`config.mk`:
```
export PLATFORM = sky130hd
export DESIGN_NAME = rr_grant_ctrl_flat
export DESIGN_NICKNAME = d
export VERILOG_FILES = /design/src/rtl/rr_grant_pkg.sv /design/src/rtl/rr_grant_ctrl_if.sv /design/src/rtl/rr_grant_ctrl_bitscan.sv /design/src/rtl/rr_grant_ctrl.sv /design/src/flat_wrapper.sv
export SDC_FILE = /design/constraint.sdc
export NUM_CORES = 1
export LEC_CHECK = 0
export CORE_ASPECT_RATIO = 0.7
export CORE_MARGIN = 2
export CORE_UTILIZATION = 47
export DETAILED_ROUTE_END_ITERATION = 10
export PLACE_DENSITY_LB_ADDON = 0.15
export SYNTH_ARGS = -nofsm -noshare
export SYNTH_HDL_FRONTEND = slang
export SYNTH_SLANG_ARGS = --single-unit
```
`constraint.sdc`:
```
create_clock -name clk -period 2.8 [get_ports clk]
set_input_delay 0.56 -clock clk [delete_from_list [all_inputs] [get_ports clk]]
set_output_delay 0.56 -clock clk [all_outputs]
set_load 0.05 [all_outputs]
```
`src/rtl/rr_grant_pkg.sv`:
```
// Shared types, defaults and helpers for the rr_grant_ctrl round-robin arbiter.
package rr_grant_pkg;

   localparam int unsigned DefaultWidth   = 8;
   localparam int unsigned DefaultMaxHold = 16;
   // Widest request vector onehot_to_index can encode.
   localparam int unsigned MaxWidth       = 64;

   typedef enum logic [0:0] {
      StIdle,
      StOwned
   } state_e;

   function automatic int unsigned onehot_to_index(input logic [MaxWidth-1:0] vec);
      int unsigned idx = 0;
      for (int unsigned i = 0; i < MaxWidth; i++) begin
         if (vec[i]) idx = i;
      end
      return idx;
   endfunction

endpackage

```
`src/rtl/rr_grant_ctrl_if.sv`:
```
// Requester-side bundle of the round-robin arbiter: requests in, registered grant out.
interface rr_grant_ctrl_if #(
   parameter int unsigned WIDTH = rr_grant_pkg::DefaultWidth
) ();

   localparam int unsigned IdxW = $clog2(WIDTH);

   logic [WIDTH-1:0] req;
   logic [WIDTH-1:0] grant;
   logic [IdxW-1:0]  grant_id;
   logic             busy;
   logic             preempt;

   modport master (
      output req,
      input  grant,
      input  grant_id,
      input  busy,
      input  preempt
   );

   modport slave (
      input  req,
      output grant,
      output grant_id,
      output busy,
      output preempt
   );

endinterface

```
`src/rtl/rr_grant_ctrl_bitscan.sv`:
```
// Lowest-set-bit isolation: vec & ~(vec - 1), all-zero in gives all-zero out.
module rr_grant_ctrl_bitscan #(
   parameter int unsigned WIDTH = 8
) (
   input  logic [WIDTH-1:0] vec_i,
   output logic [WIDTH-1:0] lsb_o
);

   assign lsb_o = vec_i & ~(vec_i - WIDTH'(1));

endmodule

```
`src/rtl/rr_grant_ctrl.sv`:
```
// Registered round-robin arbiter with hold-until-release grants.
// Optional timeout handoff is built when RR_GRANT_CTRL_TIMEOUT_EN is defined.
module rr_grant_ctrl
   import rr_grant_pkg::*;
#(
   parameter int unsigned WIDTH    = DefaultWidth,
   parameter int unsigned MAX_HOLD = DefaultMaxHold
) (
   input logic           clk,
   input logic           rst_n,
   rr_grant_ctrl_if.slave bus
);

   localparam int unsigned IdxW = $clog2(WIDTH);

   if (WIDTH < 2 || WIDTH > MaxWidth || MAX_HOLD < 2) begin : g_bad_param
      $error("rr_grant_ctrl: WIDTH must be 2..64 and MAX_HOLD >= 2");
   end

   state_e           state_q, state_d;
   logic [WIDTH-1:0] grant_q, grant_d;
   logic [WIDTH-1:0] last_q, last_d;
   logic [IdxW-1:0]  grant_id_q, grant_id_d;
   logic             busy_q, busy_d;
   logic             preempt_q, preempt_d;

   logic [WIDTH-1:0] req, mask, cand, cand_masked, scan_vec, win;
   logic             owner_req, others_req, timeout_hit;

   assign req        = bus.req;
   assign owner_req  = |(req & grant_q);
   assign others_req = |(req & ~grant_q);

   // Owner is excluded so a timeout handoff never re-picks it; its bit is
   // already low on release and grant_q is zero in IDLE.
   assign cand        = req & ~grant_q;
   assign mask        = ~((last_q << 1) - WIDTH'(1));
   assign cand_masked = cand & mask;
   assign scan_vec    = (|cand_masked) ? cand_masked : cand;

   rr_grant_ctrl_bitscan #(
      .WIDTH (WIDTH)
   ) u_bitscan (
      .vec_i (scan_vec),
      .lsb_o (win)
   );

`ifdef RR_GRANT_CTRL_TIMEOUT_EN
   localparam int unsigned CntW = $clog2(MAX_HOLD + 1);

   logic [CntW-1:0] cnt_q, cnt_d;

   assign timeout_hit = (cnt_q == CntW'(MAX_HOLD - 1));

   // Cleared on any grant change; saturates so a late arrival is handed over at once.
   always_comb begin
      cnt_d = cnt_q;
      if (grant_d != grant_q) begin
         cnt_d = '0;
      end else if (state_q == StOwned && !timeout_hit) begin
         cnt_d = cnt_q + CntW'(1);
      end
   end

   always_ff @(posedge clk or negedge rst_n) begin
      if (!rst_n) cnt_q <= '0;
      else        cnt_q <= cnt_d;
   end
`else
   assign timeout_hit = 1'b0;
`endif

   always_comb begin
      state_d   = state_q;
      grant_d   = grant_q;
      last_d    = last_q;
      preempt_d = 1'b0;
      unique case (state_q)
         StIdle: begin
            if (|req) begin
               grant_d = win;
               last_d  = win;
               state_d = StOwned;
            end
         end
         StOwned: begin
            if (owner_req) begin
               if (timeout_hit && others_req) begin
                  grant_d   = win;
                  last_d    = win;
                  preempt_d = 1'b1;
               end
            end else if (others_req) begin
               grant_d = win;
               last_d  = win;
            end else begin
               grant_d = '0;
               state_d = StIdle;
            end
         end
         default: state_d = StIdle;
      endcase
      grant_id_d = IdxW'(onehot_to_index(MaxWidth'(grant_d)));
      busy_d     = |grant_d;
   end

   always_ff @(posedge clk or negedge rst_n) begin
      if (!rst_n) begin
         state_q    <= StIdle;
         grant_q    <= '0;
         last_q     <= WIDTH'(1) << (WIDTH - 1);
         grant_id_q <= '0;
         busy_q     <= 1'b0;
         preempt_q  <= 1'b0;
      end else begin
         state_q    <= state_d;
         grant_q    <= grant_d;
         last_q     <= last_d;
         grant_id_q <= grant_id_d;
         busy_q     <= busy_d;
         preempt_q  <= preempt_d;
      end
   end

   assign bus.grant    = grant_q;
   assign bus.grant_id = grant_id_q;
   assign bus.busy     = busy_q;
   assign bus.preempt  = preempt_q;

endmodule

```
`src/flat_wrapper.sv`:
```
// flat-port wrapper written by rule: the top's interface ports become plain ports
module rr_grant_ctrl_flat import rr_grant_pkg::*;
#(
   parameter int unsigned WIDTH    = DefaultWidth,
   parameter int unsigned MAX_HOLD = DefaultMaxHold
)
  (clk, rst_n, bus_req, bus_grant, bus_grant_id, bus_busy, bus_preempt);
  rr_grant_ctrl_if #(.WIDTH(WIDTH)) bus_i ();
  input logic clk;
  input logic rst_n;
  input wire logic [$bits(bus_i.req)-1:0] bus_req;
  output wire logic [$bits(bus_i.grant)-1:0] bus_grant;
  output wire logic [$bits(bus_i.grant_id)-1:0] bus_grant_id;
  output wire logic [$bits(bus_i.busy)-1:0] bus_busy;
  output wire logic [$bits(bus_i.preempt)-1:0] bus_preempt;
  assign bus_i.req = bus_req;
  assign bus_grant = bus_i.grant;
  assign bus_grant_id = bus_i.grant_id;
  assign bus_busy = bus_i.busy;
  assign bus_preempt = bus_i.preempt;
  rr_grant_ctrl #(.WIDTH(WIDTH), .MAX_HOLD(MAX_HOLD)) u_core (.clk(clk), .rst_n(rst_n), .bus(bus_i));
endmodule
```
After elaboration in Yosys (flattened, before gate mapping)

Index checks and enable logic that the tools add are counted.

Input bits: 10
Bits in registers: 20

Add/sub/neg operators: 2
Equal/unequal tests: 3
Multiplexer cells: 20
Bitwise operators: 8
Reduce and logical (&&, ||, !) cells: 6

Operator list:

| kind                                                                    | number |
|---|---|
| 8-bit OR reduction                                                      | 5 |
| 8-bit bitwise AND                                                       | 4 |
| 8-bit two-way mux                                                       | 4 |
| 8-bit inverter                                                          | 3 |
| 7-bit two-way mux                                                       | 3 |
| 8-bit case mux with 2 select lines                                      | 1 |
| 8-bit by 1-bit subtractor with 8-bit output, second input constant      | 2 |
| 7-bit case mux with 2 select lines                                      | 1 |
| 3-bit two-way mux                                                       | 4 |
| 1-bit two-way mux                                                       | 4 |
| 2-bit two-way mux                                                       | 2 |
| 2-bit inequality test, second input constant                            | 2 |
| 3-bit AND reduction                                                     | 1 |
| 2-bit by 1-bit inequality test with 1-bit output, second input constant | 1 |
| 1-bit case mux with 2 select lines                                      | 1 |
| 1-bit inverter                                                          | 1 |

Longest topological paths before layout

Gate-level depths: netlist of run 1.

Word-level depth: 18
Depth in mapped cells: 11
Depth with buffers taken out: 10

Cells and area by module

A second synthesis of run 1 with hierarchy kept.

Cells, all modules: 150
Area total of the unflattened synthesis: 1387.6 um^2

By module, submodules not included:

| module                | instances | area an instance (um^2) | cells an instance | seq. area each (um^2) |
|---|---|---|---|---|
| rr_grant_ctrl         | 1         | 1275.0                  | 139               | 500.5 |
| rr_grant_ctrl_bitscan | 1         | 112.6                   | 11                | 0.0 |

Least setup slack after synthesis of run 1

OpenSTA, ideal clock, no wires.

Kind: flip-flop to flip-flop
Start point: register u_core.grant_q[4], in the netlist u_core.bus.grant[4]
End point: register u_core.busy_q, in the netlist u_core.bus.busy
Arrival: 2.529 ns
Path slack: 0.133 ns
Stages on the path, launching flop included: 10
Period minus slack after synthesis: 2.667 ns
Setup time: 0.139 ns
Cell sequence: dfrtp_1 > and3b_1 > mux2i_1 > and4_1 > buf_2 > nand3_2 > o221ai_2 > o31ai_2 > nand4bb_1 > or4b_1

Longest elaborated chain between the ends: 12
Elaborated cells between the ends (all ways): 16
Those cells by class: 1 x add/sub; 5 x mux; 6 x bitwise; 4 x reduce/logical

Ends and longest elaborated chain:

| what                                        | line                                     | text |
|---|---|---|
| start: declaration                          | rr_grant_ctrl.sv:21                      | `logic [WIDTH-1:0] grant_q, grant_d;` |
| start signal: assignment                    | rr_grant_ctrl.sv:117                     | `grant_q <= grant_d;` |
| 8-bit inverter                              | rr_grant_ctrl.sv:32, rr_grant_ctrl.sv:36 |  |
| 8-bit bitwise AND                           | rr_grant_ctrl.sv:32, rr_grant_ctrl.sv:36 |  |
| 8-bit bitwise AND                           | rr_grant_ctrl.sv:38                      | `assign cand_masked = cand & mask;` |
| 8-bit OR reduction                          | rr_grant_ctrl.sv:39                      | `assign scan_vec = (\|cand_masked) ? cand_masked : cand;` |
| 8-bit two-way mux                           | rr_grant_ctrl.sv:39                      |  |
| 8-bit by 1-bit subtractor with 8-bit output | rr_grant_ctrl_bitscan.sv:9               | `assign lsb_o = vec_i & ~(vec_i - WIDTH'(1));` |
| 8-bit inverter                              | rr_grant_ctrl_bitscan.sv:9               |  |
| 8-bit bitwise AND                           | rr_grant_ctrl_bitscan.sv:9               |  |
| 8-bit two-way mux                           | rr_grant_ctrl.sv:93                      | `end else if (others_req) begin` |
| 8-bit two-way mux                           | rr_grant_ctrl.sv:87                      | `if (owner_req) begin` |
| 8-bit case mux with 2 select lines (*)      | rr_grant_ctrl.sv:78                      | `unique case (state_q)` |
| net u_core.grant_d[5]                       | rr_grant_ctrl.sv:21                      |  |
| 8-bit OR reduction (*)                      | rr_grant_ctrl.sv:104                     | `busy_d = \|grant_d;` |
| net u_core.busy_d                           | rr_grant_ctrl.sv:24                      | `logic busy_q, busy_d;` |
| end signal: assignment                      | rr_grant_ctrl.sv:120                     | `busy_q <= busy_d;` |
| end: declaration                            | rr_grant_ctrl.sv:24                      |  |

Mark *: on every way through the listed nets, which the timed path passes. The rest lies on a longest branch.
A chain may end at the register's enable or synchronous reset.

Worst setup path in the final report of run 1

Start point: input port bus_req[5]
End point: register u_core.grant_id_q[0], in the netlist u_core.bus.grant_id[0]

Longest elaborated chain between the ends: 17
Elaborated cells between the ends (all ways): 22
Those cells by class: 1 x add/sub; 12 x mux; 5 x bitwise; 4 x reduce/logical

Ends and longest elaborated chain:

| what                                        | line                                     | text |
|---|---|---|
| start: declaration                          | flat_wrapper.sv:11                       | `input wire logic [$bits(bus_i.req)-1:0] bus_req;` |
| 8-bit bitwise AND                           | rr_grant_ctrl.sv:32, rr_grant_ctrl.sv:36 |  |
| 8-bit bitwise AND                           | rr_grant_ctrl.sv:38                      |  |
| 8-bit OR reduction                          | rr_grant_ctrl.sv:39                      |  |
| 8-bit two-way mux                           | rr_grant_ctrl.sv:39                      |  |
| 8-bit by 1-bit subtractor with 8-bit output | rr_grant_ctrl_bitscan.sv:9               |  |
| 8-bit inverter                              | rr_grant_ctrl_bitscan.sv:9               |  |
| 8-bit bitwise AND                           | rr_grant_ctrl_bitscan.sv:9               |  |
| 8-bit two-way mux                           | rr_grant_ctrl.sv:93                      |  |
| 8-bit two-way mux                           | rr_grant_ctrl.sv:87                      |  |
| 8-bit case mux with 2 select lines (*)      | rr_grant_ctrl.sv:78                      |  |
| net u_core.grant_d[1]                       | rr_grant_ctrl.sv:21                      |  |
| 1-bit two-way mux (*)                       | rr_grant_pkg.sv:17                       | `if (vec[i]) idx = i;` |
| 2-bit two-way mux (*) (2 in series)         | rr_grant_pkg.sv:17                       |  |
| 3-bit two-way mux (*) (4 in series)         | rr_grant_pkg.sv:17                       |  |
| net u_core.grant_id_d[0]                    | rr_grant_ctrl.sv:23                      | `logic [IdxW-1:0] grant_id_q, grant_id_d;` |
| end signal: assignment                      | rr_grant_ctrl.sv:119                     | `grant_id_q <= grant_id_d;` |
| end: declaration                            | rr_grant_ctrl.sv:23                      |  |

Marked as above.

==> summary.txt, run 1 <==
Synthesis
  – FF+latch count, synth: 20
  – Prevailing post-synth register cell: dfrtp_1
  – Yosys cell types: 52
  – Async set or reset register ratio after synthesis: 100%
  – Sequential cell area fraction in the yosys report: 37.1%
  – Syn Area/Cell: 9.31 sq um
  – Cell area after synthesis: 1350 sq um
  – Yosys warning count: 0
  – Mapped Nets: 156
  – Post-Syn Instances: 145
  – EDFF count, synth: 0
  – Area leader, netlist: dfrtp_1
  – Top post-synthesis cells by area: dfrtp_1, nand2_1, nor2b_1
  – Post-synth top area share: 37.1%

Setup path
  – Critical path type: in2reg
  – Critical path peak fanout: 4
  – Worst setup SP type: primary input
  – Crit-path max cell delay: 0.34 ns
  – CP Data Arrival Time: 3.08 ns
  – Crit end category: register
  – Critical-path cell list: dlygate4sd2_1, buf_4, a22oi_1, nand3_1, a211oi_2, buf_4, a21oi_2, a2111oi_4, buf_4, a21o_1, buf_4, a31oi_1, o31ai_1
  – Worst Path Required: 2.97 ns
  – Crit-path most repeated cell: buf_4
  – CP max stage cell: a22oi_1

Layout
  – Multi-input logic area: 1020 sq um
  – Most frequent cells in the layout: buf_4, dfrtp_1, nand2_1
  – Commonest non-fill, non-tap cell in the layout: buf_4
  – Register area: 503 sq um
  – Layout fillers: 128
  – Area delta synth->final: 74.4%
  – Final design instance area without fill: 2350 sq um
  – N_diodes: 0
  – NumNets Final: 243
  – Layout cell share with drive strength beyond 1: 47.2%

GRT
  – Wire length of the first global-routing pass: 8.57 mm
  – Antenna violations before repair: 0
  – Grt ovf: 0
  – GRT Overall Usage: 35.3%
  – Largest net degree at the start of global routing: 21
  – Vias in the first global route: 1709

Placement
  – DP Worst Slack: -0.515 ns
  – Placer congestion estimate: 0.979
  – Dpl hpwl: 3.48 mm
  – Port bufs: 21
  – Placed inst area: 1990 sq um

Detailed routing
  – DRT Pass-1 Iters: 5
  – Via density: 6.27
  – Vias after detailed routing: 1674
  – # DRC: 0
  – Routed Antenna Nets: 0
  – Drt total wl: 5.61 mm
  – Average wire per standard cell: 21.0 um
  – 1st-iter DRT viols: 148

Die
  – Die ar.: 3320 sq um
  – Rows: 16
  – Core Area: 2760 sq um
  – Die Ht: 48.8 um
  – Die width: 68.1 um
  – Initial cell density of the core: 48.9%
  – I/O Pins: 23

STA
  – RSZ-0062 raised after global routing: yes
  – # setup viols final: 2
  – Fin crit share: 104%
  – Min Clock Period, post-route: 2.91 ns
  – Worst hold slack: 0.603 ns
  – Peak Freq: 0.343 GHz
  – Setup ws final: -0.114 ns
  – Slew Limit Headroom: 66.1%
  – Hold Vio Cnt, Final: 0
  – Worst slew pin tran: 0.507 ns
  – Final Max Tran Viols: 0
  – Clock skew: 0.0211 ns

Clock tree
  – Clk sink count: 20
  – Root buffer cell: clkbuf_8
  – Longest Clk Path Bufs: 2
  – CTS tree: built
  – H-tree Lvls: 1
  – Worst-skew pair later-pin latency: 0.28 ns
  – Hold Buf Count CTS: 0
  – Clock slew at reported path FFs: 0.10 ns
  – CTS Buf Count: 3

Run status
  – Status: finished, violations left
  – Failing checks: negative setup slack

Run
  – Max cap viols: 0

Hold path
  – Min-Delay Path Class: in2async
[flip-flops by register name, summed over array words and instances (netlist names)]
register             count
u_core.state_q           1
u_core.bus.grant_id      3
u_core.bus.busy          1
u_core.bus.grant         8
u_core.last_q            7
[cells by family (layout without fill, tap and decap cells)]
family                   after synthesis  after routing  synth area share, %
AND/OR/NAND/NOR                       64             64                 28.5
AO/OA/AOI/OAI                         45             45                 25.9
flip-flops                            20             20                 37.1
buffers and inverters                  7             93                 2.32
multiplexers                           4              4                 3.15
XOR/XNOR                               3              3                 1.95
adder cells (fa/ha/maj)                1              1                0.927
other                                  1              1                0.278
[per-stage QoR]
stage	cells	utilization, %	setup TNS [ns]
after floorplan	145	-	0
after global placement	253	72.2	-2.70
after detailed placement	253	72.2	-3.14
after CTS	259	80.5	0
after global routing	267	85.2	-0.436
final	267	85.2	-0.204
[synthesized netlist by cell type, types with 2 or more instances]
| cell type | count |
|---|---|
| a211oi_1 | 2 |
| a21o_1 | 3 |
| a21oi_1 | 6 |
| a222oi_1 | 2 |
| a22o_1 | 4 |
| a22oi_1 | 2 |
| a31oi_1 | 5 |
| and2_1 | 3 |
| and4_1 | 3 |
| dfrtp_1 | 20 |
| inv_1 | 4 |
| mux2_2 | 2 |
| mux2i_1 | 2 |
| nand2_1 | 15 |
| nand2b_1 | 7 |
| nand3_1 | 2 |
| nor2_1 | 9 |
| nor2b_1 | 8 |
| nor3_1 | 2 |
| nor3_2 | 2 |
| nor4_1 | 3 |
| o21ai_0 | 5 |
| o31ai_1 | 4 |
| xor2_1 | 2 |
[cell type report]
| class | instances | area share [%] |
|---|---|---|
| Multi-Input combinational cell | 118 | 43.2 |
| Timing Repair Buffer | 85 | 29.9 |
| Sequential cell | 20 | 21.4 |
| Tap cell | 36 | 1.91 |
| Clock buffer | 3 | 1.75 |
| Clock inverter | 1 | 1.28 |
| Inverter | 4 | 0.638 |
[routing by layer]
| metal | routed length [um] | vias to the layer above | track usage [%] |
|---|---|---|---|
| li1 | - | 728 | - |
| met1 | 2300 | 800 | 49.3 |
| met4 | 252 | 0 | 13.0 |
| met5 | 0 | - | 0 |
| met2 | 2430 | 111 | 51.3 |
| met3 | 623 | 35 | 11.1 |
[critical path, delay by kind of cell]
| family | cells | cell delay, ns |
|---|---|---|
| buffers and inverters | 5 | 0.84 |
| AO/OA/AOI/OAI | 7 | 1.47 |
| AND/OR/NAND/NOR | 1 | 0.20 |
[final timing paths]
kind	slack, ns	end	depth (start not counted)	from
worst max-delay path	-0.11	u_core.bus.grant_id[0]	13	bus_req[5]
worst min-delay path	0.60	u_core.last_q[1]	2	rst_n
worst max register to register	-0.09	u_core.bus.busy	9	u_core.last_q[1]
worst min register to register	0.62	u_core.last_q[2]	2	u_core.last_q[2]
max in group asynchronous	1.94	u_core.last_q[2]	2	rst_n
min in group clk	0.62	u_core.last_q[2]	2	u_core.last_q[2]
[what timing repair did]
item | in CTS | in global routing
endpoints found under the setup margin | 4 | 6
pin swaps | 8 | 16
endpoints found under the hold margin | 0 | 0
buffers inserted | 2 | 8
gates resized for setup | 36 | 19
Power of run 1 is not shown: default switching activity piles up to over one toggle a cycle in this logic, so the estimate is an artifact.
==> run 2: changes to the inputs <==
--- a/config.mk
+++ b/config.mk
@@ -6,7 +6,7 @@
 export NUM_CORES = 1
 export LEC_CHECK = 0
 export CORE_ASPECT_RATIO = 0.7
-export CORE_MARGIN = 2
+export CORE_MARGIN = 5
 export CORE_UTILIZATION = 47
 export DETAILED_ROUTE_END_ITERATION = 10
 export PLACE_DENSITY_LB_ADDON = 0.15
==> summary.txt, run 2 (synthesized netlist as in run 1, its figures left out) <==
Clock tree
  – Clk sink count: 20 (unchanged)
  – CTS tree: built
  – Root buffer cell: clkbuf_8
  – H-tree Lvls: 1 (unchanged)
  – Longest Clk Path Bufs: 2 (unchanged)
  – Hold Buf Count CTS: 0 (unchanged)
  – Clock slew at reported path FFs: 0.09 ns (about the same)
  – Worst-skew pair later-pin latency: 0.27 ns (about the same)
  – CTS Buf Count: 3 (unchanged)

Setup path
  – Critical-path cell list: inv_2, ha_4, buf_4, nor2b_2, and4_1, a21oi_4, buf_4, a31oi_4, o221a_4, a31oi_4, nand4bb_1, or4b_1
  – Worst setup SP type: register
  – Crit end category: register
  – CP max stage cell: or4b_1
  – Critical path peak fanout: 5 (+1)
  – Worst Path Required: 2.94 ns (-0.03 ns)
  – Crit-path max cell delay: 0.49 ns (+0.15 ns)
  – WP buf/inv: 3 (-2)
  – CP Data Arrival Time: 3.14 ns (+0.06 ns)
  – Critical path type: reg2reg
  – Crit-path leading delay family: simple AND/OR/NAND/NOR gates

STA
  – Setup ws final: -0.201 ns (-0.0865 ns)
  – Final Max Tran Viols: 0 (unchanged)
  – Min Clock Period, post-route: 3.00 ns (+0.0865 ns)
  – Slew Limit Headroom: 63.3% (-2.8 points)
  – Hold Vio Cnt, Final: 0 (unchanged)
  – RSZ-0062 raised after global routing: yes
  – Final TNS setup: -0.507 ns (-0.303 ns)
  – Fin crit share: 107% (+3.1 points)
  – # setup viols final: 4 (+2)
  – Peak Freq: 0.333 GHz (-2.9%)
  – Worst slew pin tran: 0.548 ns (+0.0415 ns)
  – Clock skew: 0.00682 ns (-0.0143 ns)

Layout
  – N_diodes: 0 (unchanged)
  – Layout cell share with drive strength beyond 1: 52.7% (+5.5 points)
  – Most frequent cells in the layout: buf_4, dfrtp_1, nand2_1
  – NumNets Final: 251 (+3.3%)
  – Layout fillers: 116 (-9.4%)
  – Commonest non-fill, non-tap cell in the layout: buf_4
  – Area delta synth->final: 86.5%
  – Max reg flops: 8 (unchanged)

Detailed routing
  – 1st-iter DRT viols: 235 (+59%)
  – Vias after detailed routing: 1830 (+9.3%)
  – Drt total wl: 6.88 mm (+23%)
  – Via density: 6.65 (+6.1%)
  – # DRC: 0 (unchanged)
  – Routed Antenna Nets: 0 (unchanged)
  – DRT Pass-1 Iters: 6 (+1)
  – Average wire per standard cell: 25.0 um (+19%)

GRT
  – Wire length of the first global-routing pass: 10.4 mm (+22%)
  – GRT Overall Usage: 36.0% (+0.71 points)
  – Vias in the first global route: 1887 (+10%)
  – Grt ovf: 0 (unchanged)
  – Antenna violations before repair: 0 (unchanged)
  – Largest net degree at the start of global routing: 21 (unchanged)

Die
  – I/O Pins: 23 (unchanged)
  – Initial cell density of the core: 48.5% (-0.35 points)
  – Die ar.: 4060 sq um (+22%)
  – Rows: 16 (unchanged)
  – Die Ht: 54.8 um (+12%)
  – Die width: 74.1 um (+8.8%)
  – Core Area: 2780 sq um (+0.72%)

Placement
  – DP Worst Slack: -0.515 ns (-0.000135 ns)
  – Dpl hpwl: 3.76 mm (+8.2%)
  – Placer congestion estimate: 0.974 (-0.52%)
  – Port bufs: 21 (unchanged)

Run status
  – Failing checks: negative setup slack
  – Status: finished, violations left

Run
  – Max cap viols: 0 (unchanged)

Hold path
  – Min-Delay Path Class: reg2reg
[run 2: cell count changes in the layout (fill, tap and decap cells not counted), sizes merged]
cell          previous run  this run
buf                     64        72
dlygate4sd2              4         8
dlymetal6s2s             4         0
[run 2: cell type report]
class | instances | area, sq um | area share (%)
clock buffer | 3 | 41.3 | 1.64
clock inverter | 1 | 30.0 | 1.19
inverter | 4 | 15.0 | 0.596
multi-input combinational | 118 | 1130 | 45.0
sequential | 20 | 502 | 19.9
tap | 36 | 45.0 | 1.79
timing repair buffer | 93 | 752 | 29.9
[run 2: metrics by stage]
step                      cell area (sq um)  util, %  hold WS, ns  cells
after global placement                 1980     71.1        0.531    251
after floorplan                        1350        -        0.264    145
after CTS                              2430     87.5        0.586    270
after detailed placement               1980     71.1        0.547    251
final                                  2520     90.5        0.611    275
after global routing                   2520     90.5        0.633    275
[run 2: worst paths after layout]
| kind | start | endpoint | slack, ns | depth (start not counted) |
|---|---|---|---|---|
| setup / recovery | u_core.last_q[1] | u_core.bus.busy | -0.20 | 12 |
| hold / removal | u_core.last_q[6] | u_core.last_q[6] | 0.61 | 1 |
| setup reg to reg | u_core.last_q[1] | u_core.bus.busy | -0.20 | 12 |
| hold reg to reg | u_core.last_q[6] | u_core.last_q[6] | 0.61 | 1 |
| max in group asynchronous | rst_n | u_core.last_q[2] | 1.93 | 2 |
| min in group asynchronous | rst_n | u_core.bus.grant_id[1] | 0.63 | 2 |
[run 2: worst register-to-register path: stages (launching register included)]
cell and delay, ns:
dfrtp_1 0.45, inv_2 0.07, ha_4 0.16, buf_4 0.14, nor2b_2 0.17, and4_1 0.20
a21oi_4 0.27, buf_4 0.18, a31oi_4 0.12, o221a_4 0.30, a31oi_4 0.18, nand4bb_1 0.15
or4b_1 0.49
[run 2: timing repair]
item	4_1_cts	5_1_grt
pin swaps	20	13
endpoints found under the setup margin	6	8
buffers inserted	15	5
gates resized for setup	63	9
[run 2: per-layer routing]
layer | global-route usage (%) | vias to the layer above | part of all wire (%)
met3 | 12.3 | 51 | 13
li1 | - | 742 | -
met2 | 57.9 | 175 | 44
met4 | 15.7 | 0 | 5.3
met5 | 0 | - | 0
met1 | 44.4 | 862 | 37
Power of run 2 is left out for the same reason.
==> run 3: changes to the inputs <==
--- a/config.mk
+++ b/config.mk
@@ -9,7 +9,7 @@
 export CORE_MARGIN = 5
 export CORE_UTILIZATION = 47
 export DETAILED_ROUTE_END_ITERATION = 10
-export PLACE_DENSITY_LB_ADDON = 0.15
+export PLACE_DENSITY_LB_ADDON = 0.12
 export SYNTH_ARGS = -nofsm -noshare
 export SYNTH_HDL_FRONTEND = slang
 export SYNTH_SLANG_ARGS = --single-unit
==> summary.txt, run 3 (synthesized netlist as in run 1, its figures left out) <==
Layout
  – Most frequent cells in the layout: buf_4, dfrtp_1, nand2_1
  – Layout cell share with drive strength beyond 1: 52.9% (+0.17 points)
  – Max reg flops: 8 (unchanged)
  – Area delta synth->final: 88.5%
  – Final Core Density: 91.5% (+0.99 points)
  – Commonest non-fill, non-tap cell in the layout: buf_4
  – Layout fillers: 104 (-10%)
  – Register area: 502 sq um (unchanged)
  – N_diodes: 0 (unchanged)
  – Multi-input logic area: 1120 sq um (-1.4%)
  – NumNets Final: 254 (+1.2%)

Setup path
  – WP buf/inv: 1 (-2)
  – Worst Path Required: 2.96 ns (+0.02 ns)
  – Critical path peak fanout: 6 (+1)
  – Crit-path max cell delay: 0.54 ns (+0.05 ns)
  – FF-to-FF path depth: 10 (-2)
  – CP max stage cell: or4b_1
  – Critical-path cell list: dlygate4sd2_1, nor2b_1, and4_1, nor3_4, nand3_4, o221a_4, a31oi_4, nand4bb_1, or4b_1
  – Crit-path leading delay family: simple AND/OR/NAND/NOR gates
  – R2R Setup Slk: -0.19 ns (about the same)
  – Reg2reg end: u_core.bus.busy
  – CP Data Arrival Time: 3.17 ns (+0.03 ns)
  – Worst setup SP type: primary input
  – Worst R2R Start: u_core.last_q[0]
  – Crit end category: register
  – Critical path type: in2reg

Die
  – Die ar.: 4060 sq um (unchanged)
  – Die width: 74.1 um (unchanged)
  – Die Ht: 54.8 um (unchanged)
  – I/O Pins: 23 (unchanged)
  – Rows: 16 (unchanged)
  – Core Area: 2780 sq um (unchanged)
  – Initial cell density of the core: 48.5% (unchanged)

GRT
  – GRT Overall Usage: 32.4% (-3.7 points)
  – Largest net degree at the start of global routing: 21 (unchanged)
  – Antenna violations before repair: 0 (unchanged)
  – Vias in the first global route: 1843 (-2.3%)
  – Wire length of the first global-routing pass: 9.49 mm (-9.1%)
  – Grt ovf: 0 (unchanged)

Detailed routing
  – Drt total wl: 7.01 mm (+1.9%)
  – # DRC: 0 (unchanged)
  – Via density: 6.66 (+0.11%)
  – 1st-iter DRT viols: 275 (+17%)
  – Vias after detailed routing: 1852 (+1.2%)
  – Average wire per standard cell: 25.2 um (+0.85%)
  – DRT Pass-1 Iters: 5 (-1)
  – Routed Antenna Nets: 0 (unchanged)

STA
  – RSZ-0062 raised after global routing: yes
  – Slew Limit Headroom: 65.2% (+1.8 points)
  – Setup ws final: -0.212 ns (-0.0119 ns)
  – Fin crit share: 108% (+0.42 points)
  – Hold Vio Cnt, Final: 0 (unchanged)
  – Min Clock Period, post-route: 3.01 ns (+0.0119 ns)
  – Worst slew pin tran: 0.521 ns (-0.0273 ns)
  – Final Max Tran Viols: 0 (unchanged)
  – Clock skew: 0.0122 ns (+0.00540 ns)
  – # setup viols final: 5 (+1)
  – Peak Freq: 0.332 GHz (-0.39%)

Run status
  – Failing checks: negative setup slack
  – Status: finished, violations left

Clock tree
  – CTS tree: built
  – H-tree Lvls: 1 (unchanged)
  – Worst-skew pair later-pin latency: 0.28 ns (about the same)
  – Root buffer cell: clkbuf_8
  – Longest Clk Path Bufs: 2 (unchanged)
  – CTS Buf Count: 3 (unchanged)
  – Clk sink count: 20 (unchanged)
  – Hold Buf Count CTS: 0 (unchanged)
  – Clock slew at reported path FFs: 0.09 ns (about the same)

Run
  – Max cap viols: 0 (unchanged)

Placement
  – Dpl hpwl: 3.72 mm (-1.1%)
  – Placer congestion estimate: 0.979 (+0.47%)
  – Port bufs: 21 (unchanged)

Hold path
  – Min-Delay Path Class: in2async
## run 3: changes by cell type in the layout (fill, tap and decap cells not counted), moves of 2 or more
cell | before | now
o31ai_1 | 4 | 2
o31ai_2 | 0 | 2
buf_4 | 69 | 72
buf_12 | 0 | 2
buf_6 | 3 | 1
## run 3: stage by stage
stage / instances / area [sq um] / worst slack [ns] / TNS (ns) / hold slack, ns
floorplan: 145 / 1350 / 0.133 / 0 / 0.264
global placement: 256 / 2020 / -0.558 / -2.91 / 0.537
detailed placement: 256 / 2020 / -0.558 / -3.28 / 0.547
CTS: 270 / 2360 / 0.00140 / 0 / 0.587
global route: 278 / 2540 / -0.254 / -0.939 / 0.643
finish: 278 / 2540 / -0.212 / -0.682 / 0.629
## run 3: worst reg2reg max path: cells and delay by family, from the launching register on
family	cells	cell delay, ns
buf+inv	1	0.11
mux	1	0.11
compound gates	2	0.53
simple gates	5	1.58
fa+ha+maj	1	0.15
flops	1	0.40
## run 3: final cells by class
cell class                      count  share of cell area, %
Tap cell                           36                   1.77
Inverter                            4                  0.590
Multi-Input combinational cell    118                   43.9
Clock inverter                      1                   1.18
Sequential cell                    20                   19.7
Timing Repair Buffer               96                   31.3
Clock buffer                        3                   1.62
## run 3: per-layer routing
metal | vias up | GRT usage [%] | share of wire (%)
met2 | 163 | 52.4 | 43
met5 | - | 0 | 0
met4 | 0 | 12.7 | 6.1
met1 | 890 | 40.6 | 40
met3 | 54 | 10.3 | 11
li1 | 745 | - | -
## run 3: timing repair
| item | 4_1_cts | 5_1_grt |
|---|---|---|
| gates resized for setup | 45 | 23 |
| setup endpoints to repair | 5 | 7 |
| setup buffers | 10 | 8 |
| pin swaps | 16 | 13 |
## run 3: worst max-delay path by stage
| stage | startpoint | to | slack (ns) | cells after the start |
|---|---|---|---|---|
| global route | u_core.last_q[0] | u_core.bus.busy | -0.25 | 10 |
| finish | bus_req[6] | u_core.bus.busy | -0.21 | 9 |
| global placement | bus_req[5] | u_core.bus.grant_id[0] | -0.56 | 10 |
| floorplan | u_core.bus.grant[4] | u_core.bus.busy | 0.13 | 9 |
| detailed placement | bus_req[5] | u_core.bus.grant_id[0] | -0.56 | 10 |
| CTS | u_core.last_q[1] | u_core.bus.busy | 0.001 | 14 |
Power of run 3 is left out for the same reason.
